--- src/rtl/frac_tick_gen_if.sv ---
// Config port bundle for frac_tick_gen: valid/ready handshake carrying a
// target channel and a new phase increment.
interface frac_tick_gen_if #(
    parameter int NUM_CH = 2,
    parameter int ACC_W  = 32
);
    localparam int CH_W = (NUM_CH > 1) ? $clog2(NUM_CH) : 1;

    logic             cfg_valid;
    logic             cfg_ready;
    logic [CH_W-1:0]  cfg_ch;
    logic [ACC_W-1:0] cfg_inc;

    modport master (output cfg_valid, output cfg_ch, output cfg_inc, input  cfg_ready);
    modport slave  (input  cfg_valid, input  cfg_ch, input  cfg_inc, output cfg_ready);
endinterface

--- src/rtl/frac_tick_gen.sv ---
// Multi-channel fractional-N tick generator: per-channel phase accumulators with
// glitch-free increment updates at wrap. Optional per-channel tick counters: FRAC_TICK_GEN_CNT_EN.
module frac_tick_gen #(
    parameter int NUM_CH     = 2,
    parameter int ACC_W      = 32,
    parameter int CLK_HZ     = 12_000_000,
    parameter int DESIRED_HZ = 48_000,
    parameter logic [ACC_W-1:0] INC_DEFAULT =
        ACC_W'((64'(DESIRED_HZ) << ACC_W) / 64'(CLK_HZ))
) (
    input  logic              clk,
    input  logic              rst,
    input  logic [NUM_CH-1:0] en,
    input  logic              align,
    frac_tick_gen_if.slave    cfg,
    output logic [NUM_CH-1:0] tick,
    output logic [NUM_CH-1:0] sq,
    output logic [NUM_CH-1:0] pending
`ifdef FRAC_TICK_GEN_CNT_EN
    ,
    output logic [NUM_CH*16-1:0] tick_cnt
`endif
);
    localparam int CH_W  = (NUM_CH > 1) ? $clog2(NUM_CH) : 1;
    localparam int PAD_W = 1 << CH_W;

    // Out-of-range channel numbers see a zero pending bit, so they are accepted and dropped.
    logic [PAD_W-1:0] pend_pad;
    assign pend_pad      = PAD_W'(pending);
    assign cfg.cfg_ready = ~pend_pad[cfg.cfg_ch];

    genvar gi;
    generate
        for (gi = 0; gi < NUM_CH; gi++) begin : ch_g
            logic [ACC_W-1:0] acc_q, acc_d;
            logic [ACC_W-1:0] inc_q, inc_d;
            logic [ACC_W-1:0] shadow_q, shadow_d;
            logic             tick_q, tick_d;
            logic             sq_q, sq_d;
            logic             pend_q, pend_d;
            logic [ACC_W:0]   sum;
            logic             take;

            assign sum  = {1'b0, acc_q} + {1'b0, inc_q};
            assign take = cfg.cfg_valid & cfg.cfg_ready & (cfg.cfg_ch == CH_W'(gi));

            always_comb begin
                acc_d    = acc_q;
                inc_d    = inc_q;
                shadow_d = shadow_q;
                tick_d   = 1'b0;
                sq_d     = sq_q;
                pend_d   = pend_q;
                if (align) begin
                    acc_d = '0;
                    sq_d  = 1'b0;
                    if (pend_q) begin
                        inc_d  = shadow_q;
                        pend_d = 1'b0;
                    end
                end else if (en[gi]) begin
                    acc_d  = sum[ACC_W-1:0];
                    tick_d = sum[ACC_W];
                    sq_d   = sum[ACC_W-1];
                    // The carrying cycle itself still used the old increment.
                    if (pend_q && sum[ACC_W]) begin
                        inc_d  = shadow_q;
                        pend_d = 1'b0;
                    end
                end else if (pend_q) begin
                    inc_d  = shadow_q;
                    pend_d = 1'b0;
                end
                // A fresh transfer only ever lands on a non-pending channel, so it never races an apply.
                if (take) begin
                    shadow_d = cfg.cfg_inc;
                    pend_d   = 1'b1;
                end
            end

            always_ff @(posedge clk) begin
                if (rst) begin
                    acc_q    <= '0;
                    inc_q    <= INC_DEFAULT;
                    shadow_q <= INC_DEFAULT;
                    tick_q   <= 1'b0;
                    sq_q     <= 1'b0;
                    pend_q   <= 1'b0;
                end else begin
                    acc_q    <= acc_d;
                    inc_q    <= inc_d;
                    shadow_q <= shadow_d;
                    tick_q   <= tick_d;
                    sq_q     <= sq_d;
                    pend_q   <= pend_d;
                end
            end

            assign tick[gi]    = tick_q;
            assign sq[gi]      = sq_q;
            assign pending[gi] = pend_q;

`ifdef FRAC_TICK_GEN_CNT_EN
            logic [15:0] cnt_q, cnt_d;

            always_comb begin
                cnt_d = cnt_q + {15'd0, tick_q};
                if (align) begin
                    cnt_d = '0;
                end
            end

            always_ff @(posedge clk) begin
                if (rst) begin
                    cnt_q <= '0;
                end else begin
                    cnt_q <= cnt_d;
                end
            end

            assign tick_cnt[16*gi +: 16] = cnt_q;
`endif
        end
    endgenerate
endmodule

--- src/flat_wrapper.sv ---
// flat-port wrapper written by rule: the top's interface ports become plain ports
module frac_tick_gen_flat 
#(
    parameter int NUM_CH     = 2,
    parameter int ACC_W      = 32,
    parameter int CLK_HZ     = 12_000_000,
    parameter int DESIRED_HZ = 48_000,
    parameter logic [ACC_W-1:0] INC_DEFAULT =
        ACC_W'((64'(DESIRED_HZ) << ACC_W) / 64'(CLK_HZ))
)
  (clk, rst, en, align, tick, sq, pending, cfg_cfg_valid, cfg_cfg_ch, cfg_cfg_inc, cfg_cfg_ready);
  frac_tick_gen_if #(.NUM_CH(NUM_CH), .ACC_W(ACC_W)) cfg_i ();
  input  logic clk;
  input  logic rst;
  input  logic [NUM_CH-1:0] en;
  input  logic align;
  output logic [NUM_CH-1:0] tick;
  output logic [NUM_CH-1:0] sq;
  output logic [NUM_CH-1:0] pending;
  input wire logic [$bits(cfg_i.cfg_valid)-1:0] cfg_cfg_valid;
  input wire logic [$bits(cfg_i.cfg_ch)-1:0] cfg_cfg_ch;
  input wire logic [$bits(cfg_i.cfg_inc)-1:0] cfg_cfg_inc;
  output wire logic [$bits(cfg_i.cfg_ready)-1:0] cfg_cfg_ready;
  assign cfg_i.cfg_valid = cfg_cfg_valid;
  assign cfg_i.cfg_ch = cfg_cfg_ch;
  assign cfg_i.cfg_inc = cfg_cfg_inc;
  assign cfg_cfg_ready = cfg_i.cfg_ready;
  frac_tick_gen #(.NUM_CH(NUM_CH), .ACC_W(ACC_W), .CLK_HZ(CLK_HZ), .DESIRED_HZ(DESIRED_HZ), .INC_DEFAULT(INC_DEFAULT)) u_core (.clk(clk), .rst(rst), .en(en), .align(align), .cfg(cfg_i), .tick(tick), .sq(sq), .pending(pending));
endmodule
--- config.mk ---
export PLATFORM = sky130hd
export DESIGN_NAME = frac_tick_gen_flat
export DESIGN_NICKNAME = d
export VERILOG_FILES = /design/src/rtl/frac_tick_gen_if.sv /design/src/rtl/frac_tick_gen.sv /design/src/flat_wrapper.sv
export SDC_FILE = /design/constraint.sdc
export NUM_CORES = 1
export LEC_CHECK = 0
export CAP_MARGIN = 20
export CORE_AREA = 2 2 170 172
export DETAILED_ROUTE_END_ITERATION = 7
export DIE_AREA = 0 0 172 174
export GPL_TIMING_DRIVEN = 0
export PLACE_DENSITY = 0.6
export SYNTH_ARGS = -nofsm -noshare
export SYNTH_HDL_FRONTEND = slang
export SYNTH_SLANG_ARGS = --single-unit
--- constraint.sdc ---
create_clock -name clk -period 8.09 [get_ports clk]
set_clock_uncertainty 0.2 [all_clocks]
set_input_delay 1.618 -clock clk [delete_from_list [all_inputs] [get_ports clk]]
set_output_delay 1.618 -clock clk [all_outputs]
set_load 0.02 [all_outputs]
==> results of run 1 <==
Yosys cell counts (9+ instances only):
| master | n | area (sq um) |
|---|---|---|
| xor2_1 | 14 | 123 |
| o211ai_1 | 18 | 135 |
| mux2i_1 | 56 | 561 |
| o21ai_0 | 38 | 190 |
| nand4_1 | 14 | 87.6 |
| ha_1 | 64 | 801 |
| nand3b_1 | 29 | 218 |
| and3_1 | 9 | 56.3 |
| inv_1 | 15 | 56.3 |
| a22o_1 | 21 | 184 |
| nor2_1 | 111 | 417 |
| a21oi_1 | 117 | 586 |
| a21o_1 | 30 | 225 |
| clkbuf_1 | 64 | 240 |
| buf_2 | 10 | 50.1 |
| nand2_1 | 202 | 758 |
| dfxtp_1 | 196 | 3920 |
| nand3_1 | 41 | 205 |
| a211oi_1 | 11 | 82.6 |
| xnor2_1 | 29 | 254 |
| nor3_1 | 28 | 140 |
| a31oi_1 | 9 | 56.3 |
| o22a_1 | 13 | 114 |
metal layers:
| metal | vias up | GRT usage [%] | share of wire, % |
|---|---|---|---|
| li1 | 4634 | - | - |
| met5 | - | 0 | 0 |
| met4 | 0 | 5.04 | 1.8 |
| met1 | 4188 | 25.8 | 46 |
| met2 | 171 | 34.0 | 49 |
| met3 | 34 | 2.96 | 3.2 |
cells by family (layout without fill, tap and decap cells):
family          Yosys count  in the layout  synth area share [%]
simple gates            467            467                  20.2
compound gates          329            329                  21.2
flops                   196            196                  37.4
buf+inv                 102            177                  4.18
fa+ha+maj                66             66                  8.02
mux                      56             56                  5.35
xor+xnor                 43             43                  3.59
power by group:
| group | switching [mW] | internal [mW] |
|---|---|---|
| combinational | 0.140 | 0.0920 |
| clock | 0.406 | 0.443 |
| sequential | 0.0189 | 0.995 |
| total | 0.564 | 1.53 |
registers in the layout (all words and copies together) (netlist names):
signal and count:
u_core.ch_g.shadow_q 64, u_core.ch_g.tick_q 2, u_core.ch_g.inc_q 64, u_core.ch_g.sq_q 1, u_core.ch_g.acc_q 63, u_core.ch_g.pend_q 2
layout make-up:
class	count	area [sq um]
Buffer	87	382
Tap cell	384	480
Timing Repair Buffer	43	430
Sequential cell	196	3920
Inverter	15	56.3
Fill cell	2894	16300
Multi-Input combinational cell	961	6120
Clock buffer	18	439
Clock inverter	14	139
cells in the final DEF, fill, tap and decap left out, types with 5 or more instances in the layout:
master           instances
inv_6                    5
xnor2_1                 29
a211oi_1                11
clkdlybuf4s50_1         43
a22o_1                  21
o21a_1                   7
a31oi_1                  9
inv_1                   15
o211ai_1                18
xor2_1                  14
o31ai_1                  6
o221ai_1                 5
dfxtp_1                196
nor2_1                 111
nand3_1                 41
nand2_1                202
a211o_1                  5
a21o_1                  30
buf_2                   10
o21bai_1                 6
and3_1                   9
buf_4                    7
clkbuf_1                64
nand4_1                 14
nor3_1                  28
a21oi_1                117
clkbuf_16               17
mux2i_1                 56
ha_1                    64
o41ai_1                  5
nand3b_1                29
o22a_1                  13
nand2b_1                 5
o21ai_0                 38
worst max path at each step:
stage	endpoint	cells past startpoint	slack, ns	start
2_1_floorplan	cfg_cfg_ready	1	4.25	cfg_cfg_ch
3_5_place_dp	cfg_cfg_ready	3	3.03	cfg_cfg_ch
5_1_grt	cfg_cfg_ready	3	3.05	cfg_cfg_ch
6_report	cfg_cfg_ready	3	3.05	cfg_cfg_ch
4_1_cts	cfg_cfg_ready	3	3.03	cfg_cfg_ch
3_3_place_gp	cfg_cfg_ready	3	3.01	cfg_cfg_ch
worst min-delay path: stages, from the launching register on:
cell and delay [ns]:
dfxtp_1 0.31, nand2_1 0.05, a21oi_1 0.05
==> impl_metrics.ini, run 1 <==
[finish]
design_area_sq_mm = 0.0120
area.growth.synth_to_final_pct = 14.2
instances_no_fill = 1718
final_core_util_pct = 42.4
diodes = 0
drive_gt1_share_pct = 5.55
fin_nets = 1426

[sta]
setup_slack_ns = 3.05
final.setup.tns_ns = 0
hold_violations = 0
rsz0062_at_grt = false
worst_slew_pin_slew_ns = 0.807
clock.fmax_mhz = 198
hold_slack_ns = 0.255
post-route-period-util_pct = 62.3
period_minus_slack_ns = 5.04
relSlewSlack_pct = 45.5
setup_viol = 0
report.final.slew_viol_count = 0

[yosys]
synth_fp_nets = 1364
synthArstFlopShare_pct = 0
synth_cell_types = 74
synth_edf_count = 0
synth_flop_cell = dfxtp_1
syn_avg_cell_area_sq_um = 8.33
synth_area_sq_mm = 0.0105
yosysWarnings = 0
yosysSeqAreaShare_pct = 37.4
synthCells = 1259
ys_seq_elements = 196

[drt]
via_per_inst = 5.25
antenna_left = 0
drt_iter0_drc = 695
vias = 9027
drc = 0
wirelength_um = 28700
wl_per_cell_um = 16.7
first_pass_iters = 5

[place]
placed_area_sq_mm = 0.0114
place_inst = 1686
pre_cts_ws_ns = 3.03
gp_congestion = 0.891
port-buffer-count = 43
hpwl_um = 22100

[grt]
grt_pass1_wl_um = 46700
grt_overflow = 0
grt_usage_pct = 19.8
grt_max_degree = 19
antenna_found_initial = 0
grt_pass1_vias = 8733

[floorplanning]
io_pins = 46
dieArea_sq_mm = 0.0299
core_area_sq_mm = 0.0282
fp.dieH_um = 174
initial_core_util_pct = 37.1
core.rowCount = 62
fp.dieW_um = 172

[min_path]
holdPathEnd = u_core.ch_g[0].shadow_q[14]
hold_path_startpoint = u_core.ch_g[0].shadow_q[14]
whs_path_depth = 2
hold_class = reg2reg

[worst_setup_path]
critPathBufInv = 2
crit_path_cell_trace = clkdlybuf4s50_1, mux2i_1, clkdlybuf4s50_1
worstSetupPathType = in2out
endpoint_kind = primary output
start_kind = input port
crit_slowest_cell = clkdlybuf4s50_1
reg2reg_setup_slack_ns = 4.56
timing.rr.end = u_core.ch_g[0].inc_q[18]
path_common_cell = clkdlybuf4s50_1
timing.rr.start = u_core.ch_g[0].inc_q[0]
cp_slowest_stage_delay_ns = 0.67
cp_top_family = buffers and inverters
crit_path_max_fanout = 3
crit_arrival_ns = 3.22
crit_required_ns = 6.27
reg2regPathDepth = 11

[clock_tree]
cts_setup_buffers = 0
cts_sinks = 196
clk_pin_slew_ns = 0.07
cts_tree = built
hold_buffers = 0
ctsResizeCount = 0
clock_latency_ns = 0.44
clockRootBuffer = clkbuf_16
htree_levels = 4
cts_buffers = 17
cts_buffer_depth = 2

[power]
power.density_mw_per_mm2 = 175
peakVddDrop_v = 0.000150
p_leak_nw = 4.85
p_total_mw = 2.09

[job]
cap_violations = 0

[status]
outcome = finished, final reports clean
Power figures use the tool's default switching activity.
==> run 2: changes to the inputs <==
--- a/config.mk
+++ b/config.mk
@@ -10,7 +10,7 @@
 export DETAILED_ROUTE_END_ITERATION = 7
 export DIE_AREA = 0 0 172 174
 export GPL_TIMING_DRIVEN = 0
-export PLACE_DENSITY = 0.6
+export PLACE_DENSITY = 0.62
 export SYNTH_ARGS = -nofsm -noshare
 export SYNTH_HDL_FRONTEND = slang
 export SYNTH_SLANG_ARGS = --single-unit
==> constraint.sdc (replaced) <==
create_clock -name clk -period 4.5 [get_ports clk]
set_clock_uncertainty 0.2 [all_clocks]
set_input_delay 0.9 -clock clk [delete_from_list [all_inputs] [get_ports clk]]
set_output_delay 0.9 -clock clk [all_outputs]
set_load 0.02 [all_outputs]
==> impl_metrics.ini, run 2 (synthesized netlist as in run 1, its figures left out) <==
[status]
outcome = finished, final reports clean

[floorplanning]
io_pins = 46
initial_core_util_pct = 37.1
core.rowCount = 62
fp.dieH_um = 174
dieArea_sq_mm = 0.0299
fp.dieW_um = 172
core_area_sq_mm = 0.0282

[finish]
drive_gt1_share_pct = 5.32
multi_input_area_sq_mm = 0.00612
fin_nets = 1426
reg.largest.list = u_core.ch_g.inc_q: 64 flops, u_core.ch_g.shadow_q: 64 flops, u_core.ch_g.acc_q: 63 flops
most-common-layout-cells = nand2_1, dfxtp_1, a21oi_1, nor2_1, clkbuf_1
diodes = 0
layout_commonest_cell = nand2_1
register_area_sq_mm = 0.00392
fillerInstances = 2896
area.growth.synth_to_final_pct = 14.1

[drt]
antenna_left = 0
wirelength_um = 28400
met3_length_um = 926
wl_per_cell_um = 16.5
vias = 9155
route.met2.wl_um = 13500
drt-met1-wl_um = 13100
drt_iter0_drc = 761
first_pass_iters = 5
via_per_inst = 5.33
top_layer_used = met4
drc = 0

[place]
gp_congestion = 0.889
hpwl_um = 21900
port-buffer-count = 43

[worst_setup_path]
endpoint_kind = flop
reg2regPathDepth = 11
crit_arrival_ns = 3.60
timing.rr.start = u_core.ch_g[0].inc_q[0]
critPathCapture = u_core.ch_g[1].acc_q[1]
cp_top_family = buffers and inverters
critPathBufInv = 4
start_kind = input port
crit_slowest_cell = clkdlybuf4s50_1
timing.rr.end = u_core.ch_g[0].inc_q[10]
cp-startpoint = rst
path_common_cell = clkbuf_1
crit_path_cell_trace = clkdlybuf4s50_1, or2_2, clkbuf_1, clkbuf_1, buf_1, nor2_1
cp.depth = 6
crit_path_max_fanout = 10
worstSetupPathType = in2reg
crit_required_ns = 4.60
reg2reg_setup_slack_ns = 1.01
cp_slowest_stage_delay_ns = 0.68

[sta]
setup_viol = 0
relSlewSlack_pct = 45.9
post-route-period-util_pct = 77.8
period_minus_slack_ns = 3.50
hold_slack_ns = 0.256
rsz0062_at_grt = false
worst_slew_pin_slew_ns = 0.811
report.final.slew_viol_count = 0
hold_violations = 0
final.setup.tns_ns = 0
clock.fmax_mhz = 286

[grt]
grt_max_degree = 18
grt_pass1_wl_um = 46000
grt_overflow = 0
grt_pass1_vias = 8765
antenna_found_initial = 0
grt_usage_pct = 19.6

[power]
p_leak_nw = 4.83
peakVddDrop_v = 0.000248
power.density_mw_per_mm2 = 314

[clock_tree]
cts_sinks = 196
clk_pin_slew_ns = 0.07
clockRootBuffer = clkbuf_16
htree_levels = 4
ctsResizeCount = 0
cts_setup_buffers = 0
clock_latency_ns = 0.44
hold_buffers = 0
cts_buffer_depth = 2
cts_buffers = 17
cts_tree = built

[job]
cap_violations = 0

[min_path]
hold_class = reg2reg
[run 2: where the power goes]
part / internal, mW / switching, mW
registers: 1.79 / 0.0341
logic: 0.165 / 0.250
clock network: 0.794 / 0.721
total: 2.75 / 1.00
[run 2: final cells by class]
class / instances / area share [%]
clock buffer: 21 / 3.76
sequential: 196 / 32.8
inverter: 15 / 0.471
timing repair buffer: 43 / 3.60
multi-input combinational: 961 / 51.2
buffer: 87 / 3.19
tap: 384 / 4.02
clock inverter: 11 / 1.00
[run 2: worst min-delay path by stage]
stage                                 from                          end  slack [ns]  cells past startpoint
2_1_floorplan     u_core.ch_g[1].acc_q[26]     u_core.ch_g[1].acc_q[26]        0.23                      2
3_3_place_gp      u_core.ch_g[1].acc_q[30]     u_core.ch_g[1].acc_q[30]        0.24                      2
3_5_place_dp   u_core.ch_g[0].shadow_q[22]  u_core.ch_g[0].shadow_q[22]        0.25                      2
4_1_cts        u_core.ch_g[0].shadow_q[22]  u_core.ch_g[0].shadow_q[22]        0.26                      2
5_1_grt        u_core.ch_g[0].shadow_q[23]  u_core.ch_g[0].shadow_q[23]        0.27                      2
6_report       u_core.ch_g[0].shadow_q[23]  u_core.ch_g[0].shadow_q[23]        0.26                      2
[run 2: worst register-to-register path, delay by kind of cell (launching register included)]
kind / cells / cell delay, ns
buf+inv: 1 / 0.22
flops: 1 / 0.32
compound gates: 7 / 1.66
simple gates: 1 / 0.27
fa+ha+maj: 2 / 0.72
[run 2: routing by layer]
layer	up-vias	GRT usage, %
li1	4637	-
met3	51	2.50
met4	0	7.70
met1	4270	25.1
met5	-	0
met2	197	33.2
[run 2: through the flow]
step,std cells,util [%],setup slack (ns),total power [mW],area (sq um)
global placement,1686,40.4,0.538,2.27,11400
global route,1718,42.4,0.787,3.89,12000
detailed placement,1686,40.4,0.543,2.28,11400
finish,1718,42.4,0.999,3.75,12000
CTS,1718,42.4,0.995,3.78,12000
floorplan,1259,-,1.63,2.14,10500
==> run 3: changes to the inputs <==
==> constraint.sdc (replaced) <==
create_clock -name clk -period 3.1 [get_ports clk]
set_clock_uncertainty 0.2 [all_clocks]
set_input_delay 0.62 -clock clk [delete_from_list [all_inputs] [get_ports clk]]
set_output_delay 0.62 -clock clk [all_outputs]
set_load 0.02 [all_outputs]
==> impl_metrics.ini, run 3 (synthesized netlist as in run 1, its figures left out) <==
[finish]
design_area_sq_mm = 0.0123
reg.largest.list = u_core.ch_g.inc_q: 64 flops, u_core.ch_g.shadow_q: 64 flops, u_core.ch_g.acc_q: 63 flops
fin_nets = 1425
drive_gt1_share_pct = 8.63
most-common-layout-cells = nand2_1, dfxtp_1, a21oi_1, nor2_1, mux2i_1
diodes = 0
area.growth.synth_to_final_pct = 17.5
layout_commonest_cell = nand2_1

[power]
power.density_mw_per_mm2 = 446
p_leak_nw = 4.91
peakVddDrop_v = 0.000361

[clock_tree]
cts_buffer_depth = 2
htree_levels = 4
clock_latency_ns = 0.44
cts_tree = built
cts_buffers = 17
cts_sinks = 196
hold_buffers = 0
clk_pin_slew_ns = 0.07
clockRootBuffer = clkbuf_16

[floorplanning]
initial_core_util_pct = 37.1
core_area_sq_mm = 0.0282
dieArea_sq_mm = 0.0299
fp.dieH_um = 174
core.rowCount = 62
fp.dieW_um = 172
io_pins = 46

[sta]
clock.fmax_mhz = 325
setup_viol = 0
report.final.slew_viol_count = 0
worst_slew_pin_slew_ns = 0.799
relSlewSlack_pct = 46.7
hold_violations = 0
rsz0062_at_grt = true
period_minus_slack_ns = 3.08
setup_slack_ns = 0.0187
post-route-period-util_pct = 99.4

[place]
hpwl_um = 21900
pre_cts_ws_ns = -0.577
gp_congestion = 0.889
port-buffer-count = 43
placed_area_sq_mm = 0.0114

[drt]
drt_iter0_drc = 569
drc = 0
antenna_left = 0
first_pass_iters = 5
vias = 9105
via_per_inst = 5.30
wirelength_um = 29000
wl_per_cell_um = 16.9

[grt]
antenna_found_initial = 0
grt_max_degree = 18
grt_pass1_wl_um = 46200
grt_usage_pct = 19.7
grt_overflow = 0
grt_pass1_vias = 8797

[worst_setup_path]
start_kind = flop
cp-startpoint = u_core.ch_g[1].acc_q[0]
timing.rr.end = u_core.ch_g[1].inc_q[1]
timing.rr.start = u_core.ch_g[1].acc_q[0]
crit_path_max_fanout = 5
reg2reg_setup_slack_ns = 0.02
worstSetupPathType = reg2reg
critPathCapture = u_core.ch_g[1].inc_q[1]
crit_required_ns = 3.21
crit_arrival_ns = 3.19
reg2regPathDepth = 12
endpoint_kind = flop

[status]
outcome = finished, final reports clean

[min_path]
hold_class = reg2reg

[job]
cap_violations = 0
-- run 3: cell types whose count changed in the layout (fill, tap and decap cells not counted), moves of 3 or more --
cell      previous run  this run
ha_1                64        53
buf_4                7        18
a21oi_2              0         3
ha_2                 0         6
a21oi_1            117       112
clkbuf_1            67        54
ha_4                 0         5
buf_2               10         5
-- run 3: per-stage QoR --
step	total power, mW	utilization, %	instances	TNS (ns)	hold WS, ns
floorplan	3.10	-	1259	0	0.229
CTS	5.50	42.6	1721	0	0.259
global placement	3.30	40.4	1686	-29.82	0.240
detailed placement	3.30	40.4	1686	-29.90	0.249
finish	5.50	43.6	1717	0	0.256
global route	5.70	43.6	1717	-3.00	0.275
-- run 3: cell type report --
cell class	count	area (sq um)
fillers	2865	15900
multi-input cells	961	6370
flip-flops and latches	196	3930
repair buffers	54	547
well taps	384	480
clock buffers	21	450
plain buffers	75	367
clock inverters	11	120
inverters	15	56.3
-- run 3: how the worst min path moves through the flow --
stage / from / endpoint / slack (ns) / depth (start not counted)
after floorplan: u_core.ch_g[1].acc_q[26] / u_core.ch_g[1].acc_q[26] / 0.23 / 2
after global placement: u_core.ch_g[1].acc_q[30] / u_core.ch_g[1].acc_q[30] / 0.24 / 2
after detailed placement: u_core.ch_g[0].shadow_q[22] / u_core.ch_g[0].shadow_q[22] / 0.25 / 2
after CTS: u_core.ch_g[0].shadow_q[22] / u_core.ch_g[0].shadow_q[22] / 0.26 / 2
after global routing: u_core.ch_g[0].shadow_q[23] / u_core.ch_g[0].shadow_q[23] / 0.27 / 2
final: u_core.ch_g[0].shadow_q[23] / u_core.ch_g[0].shadow_q[23] / 0.26 / 2
-- run 3: layer usage --
layer / vias up / share of wire, % / wire, um / global-route usage (%)
li1: 4634 / - / - / -
met1: 4243 / 46 / 13200 / 25.1
met2: 179 / 49 / 14000 / 33.6
met3: 49 / 3.0 / 864 / 2.50
met4: 0 / 2.9 / 828 / 7.67
met5: - / 0 / 0 / 0
-- run 3: worst max-delay path: stages, from the launching register on --
cell       delay, ns
dfxtp_2         0.36
ha_4            0.16
fa_2            0.24
a211oi_4        0.08
o211ai_2        0.28
nand4b_4        0.17
a2111oi_4       0.44
o2111ai_2       0.23
a31oi_4         0.27
buf_12          0.16
clkbuf_16       0.14
mux2i_1         0.17
nor2_1          0.05
-- run 3: repair_timing --
action / CTS / global route
pin swaps: 6 / 18
setup endpoints to repair: 85 / 74
gates cloned: 0 / 1
gates resized for setup: 11 / 50
setup buffers: 3 / 7
-- run 3: where the power goes --
group / total, mW / switching, mW / internal [mW]
sequential: 2.65 / 0.0518 / 2.60
combinational: 0.649 / 0.379 / 0.271
clock: 2.20 / 1.05 / 1.15
